`config.mk`:
```
export PLATFORM = sky130hd
export DESIGN_NAME = parity_lane
export DESIGN_NICKNAME = d
export VERILOG_FILES = /design/src/rtl/parity_pkg.sv /design/src/rtl/parity_lane.sv
export SDC_FILE = /design/constraint.sdc
export NUM_CORES = 1
export LEC_CHECK = 0
export ABC_AREA = 1
export CORE_MARGIN = 3
export CORE_UTILIZATION = 40
export CTS_CLUSTER_DIAMETER = 120
export DETAILED_ROUTE_END_ITERATION = 12
export PLACE_DENSITY_LB_ADDON = 0.2
export SLEW_MARGIN = 20
export SYNTH_ARGS = -nofsm -noshare
export SYNTH_HDL_FRONTEND = slang
export SYNTH_SLANG_ARGS = --single-unit
```
`constraint.sdc`:
```
create_clock -name clk -period 2.1 [get_ports clk]
set_clock_uncertainty 0.2 [all_clocks]
set_input_delay 0.315 -clock clk [delete_from_list [all_inputs] [get_ports clk]]
set_output_delay 0.315 -clock clk [all_outputs]
set_load 0.02 [all_outputs]
```
`src/rtl/parity_pkg.sv`:
```
// Shared types and constants for the multi-lane parity frame checker.
package parity_pkg;

  // Per-lane frame position: waiting for a start bit, shifting data, awaiting parity.
  typedef enum logic [1:0] {
    IDLE,
    DATA,
    CHECK
  } pstate_t;

  // Parity sense as latched into each lane at its start bit.
  localparam logic PAR_EVEN = 1'b0;
  localparam logic PAR_ODD  = 1'b1;

endpackage

```
`src/rtl/parity_lane.sv`:
```
// One serial lane: frames start/data/parity bits, tracks running parity,
// reports a per-frame verdict and keeps a saturating error count.
module parity_lane
  import parity_pkg::*;
#(
  parameter int DATA_BITS = 8,
  parameter int CNT_W     = 8
) (
  input  logic             clk,
  input  logic             rst,
  input  logic             x,
  input  logic             x_valid,
  input  logic             odd_mode,
  input  logic             clear,
  output logic             parity,
  output logic             frame_done,
  output logic             frame_err,
  output logic [CNT_W-1:0] err_count
);

  // A one-bit counter still works for DATA_BITS=1: it never leaves zero.
  localparam int               BW       = (DATA_BITS > 1) ? $clog2(DATA_BITS) : 1;
  localparam logic [BW-1:0]    LAST     = BW'(DATA_BITS - 1);
  localparam logic [CNT_W-1:0] CNT_MAX  = '1;

  pstate_t       state;
  pstate_t       state_next;
  logic          par;
  logic          mode_q;
  logic [BW-1:0] bitcnt;

  logic take_start;
  logic take_data;
  logic take_parity;
  logic last_bit;
  logic err;

  // State register.
  always_ff @(posedge clk or posedge rst) begin
    // NOTE: sequential state always uses <= so every register sees pre-edge values.
    if (rst) state <= IDLE;
    else     state <= state_next;
  end

  // Next state: only a qualified bit can advance the lane.
  always_comb begin
    // NOTE: defaulting first means no path leaves state_next unassigned, so no latch.
    state_next = state;
    if (x_valid) begin
      unique case (state)
        IDLE:    if (x) state_next = DATA;
        DATA:    if (last_bit) state_next = CHECK;
        CHECK:   state_next = IDLE;
        default: state_next = IDLE;
      endcase
    end
  end

  // Classify the bit consumed this cycle and form the frame verdict.
  always_comb begin
    take_start  = x_valid && (state == IDLE) && x;
    take_data   = x_valid && (state == DATA);
    take_parity = x_valid && (state == CHECK);
    last_bit    = (bitcnt == LAST);
    err         = ((par ^ x) != mode_q);
  end

  // Frame datapath: running parity, bit position, latched mode and result pulse.
  always_ff @(posedge clk or posedge rst) begin
    if (rst) begin
      par        <= 1'b0;
      bitcnt     <= '0;
      mode_q     <= PAR_EVEN;
      frame_done <= 1'b0;
      frame_err  <= 1'b0;
    end else begin
      frame_done <= take_parity;
      frame_err  <= take_parity && err;
      if (take_start) begin
        par    <= 1'b0;
        bitcnt <= '0;
        mode_q <= odd_mode ? PAR_ODD : PAR_EVEN;
      end
      if (take_data) begin
        par <= par ^ x;
        if (!last_bit) bitcnt <= bitcnt + 1'b1;
      end
    end
  end

  // Saturating error counter; clear takes priority over a coincident increment.
  always_ff @(posedge clk or posedge rst) begin
    if (rst) begin
      err_count <= '0;
    end else if (clear) begin
      err_count <= '0;
    end else if (take_parity && err && (err_count != CNT_MAX)) begin
      err_count <= err_count + 1'b1;
    end
  end

  // Moore parity output straight from state.
  assign parity = par;

endmodule

```
## After elaboration in Yosys (flattened, before gate mapping)

Cells that the tools add are included.

| word-level totals | value |
|---|---|
| register bits after elaboration | 17 |
| input port bits | 6 |
| output and inout bits | 11 |
| logic and storage cells | 38 |

| cells by class | value |
|---|---|
| add/sub/neg operators | 2 |
| eq/ne operators | 7 |
| multiplexer cells | 11 |
| bitwise gates (word level) | 1 |
| reductions and logical operators | 10 |

Operator list:

| kind | number |
|---|---|
| $mux W8 | 2 |
| $mux W3 | 3 |
| $add A8 B1 Y8 const B | 1 |
| $ne A8 B8 Y1 const B | 1 |
| $logic_and A1 B1 Y1 | 6 |
| $mux W2 | 2 |
| $ne A2 B2 Y1 const B | 2 |
| $pmux W2 S2 | 1 |
| $reduce_bool A2 Y1 | 2 |
| $add A3 B1 Y3 const B | 1 |
| $eq A3 B3 Y1 const B | 1 |
| $mux W1 | 3 |
| $reduce_and A3 Y1 | 1 |
| $eq A2 B1 Y1 const B | 1 |
| $eq A2 B2 Y1 const B | 1 |
| $logic_not A2 Y1 | 1 |
| $ne A1 B1 Y1 | 1 |
| $xor A1 B1 Y1 | 1 |

## Logic depth before layout (Yosys ltp)

| depth | value |
|---|---|
| depth after elaboration | 6 |
| mapped depth | 8 |
| mapped depth without buffers | 8 |

## Least setup slack after synthesis

Ideal clock, no wire load.

| path | value |
|---|---|
| kind | flip-flop to flip-flop |
| start point | reg err_count[0] |
| end point | reg err_count[0] |
| arrival | 1.273 ns |
| setup slack | 0.509 ns |
| stages on the path, launching flop included | 9 |
| buffers on the path | 0 |
| path through | dfrtp_1 > ha_1 > nand2_2 > nor2_2 > nand2_1 > nand3_4 > nand2_4 > nand2_1 > nand2_1 |

| between the ends | value |
|---|---|
| longest elaborated chain between the ends | 3 |
| elaborated cells between the ends (all ways) | 6 |
| those cells by class | add/sub (1); eq/ne (1); mux (2); reduce/logical (2) |

RTL lines:

| what | line | source |
|---|---|---|
| from (decl) | parity_lane.sv:18 | `output logic [CNT_W-1:0] err_count` |
| from (signal assigned) | parity_lane.sv:98 | `err_count <= err_count + 1'b1;` |
| $add A8 B1 Y8 or $ne A8 B8 Y1 (tied branches) | parity_lane.sv:98, parity_lane.sv:97 |  |
| $mux W8 or $logic_and A1 B1 Y1 (tied branches) | parity_lane.sv:97 | `end else if (take_parity && err && (err_count != CNT_MAX)) begin` |
| $mux W8 or $reduce_bool A2 Y1 (tied branches) | -- |  |

Several ways; a longest one is shown, not always the timed one. The select of a mux whose other input is x is not followed.
A chain may end at the register's enable or synchronous reset.

## Worst setup path after layout

| path | value |
|---|---|
| start point | reg err_count[3] |
| end point | out err_count[3] |

No word-level cell between the ends.

==> results.json <==
{
  "status": "finished, final reports clean",
  "worstPathRequired_ns": 1.58,
  "port_buffers": 16,
  "min_period_over_period_pct": 90.54,
  "setup_ws_ns": 0.1986,
  "maxCapViolCount": 0,
  "drive_gt1_share_pct": 13.10,
  "cts_tree": "built",
  "path_cells": "clkdlybuf4s50_1",
  "grt_usage_pct": 15.44,
  "finalSetupViolations": 0,
  "rows": 17,
  "synth-seq-cells": 17,
  "place_hpwl_um": 1350,
  "grt_pass1_wl_um": 3305,
  "areaGrowthSynthToFinish_pct": 23.88,
  "hold_violations": 0,
  "hold_ws_ns": 0.1038,
  "crit_start": "err_count[3]$_DFFE_PP0P_",
  "synth_edf_count": 0,
  "tightest_slew_ns": 0.3711,
  "overflow": 0,
  "period_needed_ns": 1.901,
  "cts_max_path_buffers": 2,
  "routed_wirelength_um": 1818,
  "path_buf_inv": 1,
  "end_kind": "output port",
  "fmax_mhz": 525.9,
  "cts-root-buf": "clkbuf_4",
  "yosys.cell_count.top_type": "nand2_1",
  "design_area_mm2": 0.001181,
  "num_vias": 840,
  "grt_max_degree": 18,
  "p_per_area_mw_per_mm2": 804.0,
  "ys_warn_count": 0,
  "drt_iter0_drc": 18,
  "dp.cells": 169,
  "post_cts_resized": 0,
  "ys_types": 22,
  "drtAntennaViolNets": 0,
  "hold_path_class": "primary input to asynchronous set/reset pin",
  "cp_top_family": "buffers and inverters",
  "grt_pass1_vias": 800,
  "setup-tns-final_ns": 0,
  "cp-start-kind": "flip-flop",
  "core-area_mm2": 0.002233,
  "drc": 0,
  "start_util_pct": 42.69,
  "worst_ir_drop_vdd_mv": 0.5465,
  "dieArea_mm2": 0.003005,
  "synth_top_area_share_pct": 44.62,
  "dr.pass1.iters": 4,
  "slew_viol_final": 0,
  "crit_type": "flip-flop to output port",
  "rsz0062_at_grt": "false",
  "syn_area_um2": 953.4,
  "crit_slowest_cell": "clkdlybuf4s50_1",
  "dominantRegCellSynth": "dfrtp_1",
  "numCtsBuffers": 3,
  "fillCellCount": 233,
  "die_h_um": 54.82,
  "place_area_mm2": 0.001151,
  "drt-wirelength-per-cell_um": 10.51,
  "clkSinkCount": 17,
  "p_leak_nw": 0.5738,
  "synthTopCellsByCount": "nand2_1, dfrtp_1, inv_1",
  "antenna_found_initial": 0,
  "h-tree-depth": 1,
  "arrival_ns": 1.39,
  "clkLatencyLatePin_ns": 0.30,
  "synth_top_cell_by_area": "dfrtp_1",
  "postCtsSetupBuffers": 0,
  "synth_seq_area_share_pct": 44.62,
  "slowest_delay_ns": 0.64,
  "instances_no_fill": 173,
  "antennaDiodeCount": 0,
  "synth.area.top_cells": "dfrtp_1, nand2_1, nand3_1, inv_1, nor2_1",
  "gp_congestion": 0.7930,
  "slew_headroom_pct": 75.23,
  "cp_max_fo": 5,
  "finalNetCount": 155,
  "vias_per_cell": 4.855,
  "cts_hold_buffers": 0,
  "rr_startpoint": "err_count[0]$_DFFE_PP0P_",
  "postSynthCellCount": 125,
  "die_w_um": 54.82,
  "io_pins": 17,
  "cts.clk_slew.worst_paths_ns": 0.12,
  "syn_nets": 134,
  "synth_area_per_cell_um2": 7.627,
  "async_flop_share_pct": 100.0,
  "place_ws_ns": 0.2632
}
cell families (layout without fill, tap and decap cells):
kind of cell,after synthesis,in the layout,synth area share (%)
DFF,17,17,44.62
and+or+nand+nor,74,74,36.35
buffers and inverters,18,38,7.217
adders and majority gates,3,3,3.937
AOI/OAI and AO/OA,13,13,7.874
layer usage:
layer / global-route usage [%] / share of wire (%) / vias up
met5: 0 / 0 / -
met4: 7.884 / 0.83 / 0
met3: 3.815 / 3.2 / 2
met2: 22.24 / 44 / 12
met1: 21.07 / 52 / 384
li1: - / - / 442
state kept, by name, summed over array words and instances, names as in the netlist:
signal / flops
state: 2
parity: 1
mode_q: 1
err_count: 8
frame_err: 1
bitcnt: 3
frame_done: 1
final cells by class:
class                   count  area, um2  area share (%)
multi-input cells          90      459.2           38.88
flip-flops and latches     17      425.4           36.02
repair buffers             17      167.7           14.19
inverters                  17      63.81           5.403
well taps                  28      35.03           2.966
clock buffers               3      22.52           1.907
clock inverters             1      7.507          0.6356
metrics by stage:
stage	utilization, %	total power (W)
5_1_grt	52.89	0.001029
2_1_floorplan	-	0.0006800
3_3_place_gp	51.54	0.0007614
3_5_place_dp	51.54	0.0007742
4_1_cts	52.89	0.0009667
6_report	52.89	0.0009496
layout by cell type, fill, tap and decap left out:
cell             instances
a21oi_1                  5
o211ai_1                 1
clkbuf_4                 3
and2_4                   1
o21ai_1                  3
o21a_1                   1
nor2_1                  11
nor2_2                   3
o22ai_1                  1
inv_2                    3
nand4_1                  2
clkinvlp_4               1
nand3_1                 12
nand2_1                 39
nand2_4                  1
buf_4                    1
dfrtp_1                 17
ha_1                     3
a31o_2                   1
nand3_4                  1
nor2_4                   1
nand2_2                  3
inv_1                   14
clkdlybuf4s50_1         16
o21ai_0                  1
power by group:
part / total (W) / switching [W] / internal (W)
clock: 0.000186 / 0.000114 / 0.0000725
combinational: 0.000317 / 0.000176 / 0.000140
sequential: 0.000447 / 0.0000558 / 0.000391
total: 0.000950 / 0.000346 / 0.000604
worst paths after layout:
path                                       endpoint  slack (ns)  depth (start not counted)
min in group clk                bitcnt[0]$_DFF_PP0_        0.30                          1
setup reg to reg           err_count[1]$_DFFE_PP0P_        0.48                          8
hold reg to reg                 bitcnt[0]$_DFF_PP0_        0.30                          1
max in group asynchronous  err_count[2]$_DFFE_PP0P_        1.39                          3
setup / recovery                       err_count[3]        0.20                          1
hold / removal                  bitcnt[0]$_DFF_PP0_        0.10                          3
worst min-delay path: stages:
cell	delay [ns]
clkdlybuf4s50_1	0.39
inv_1	0.05
buf_4	0.24
Power figures use the tool's default switching activity.
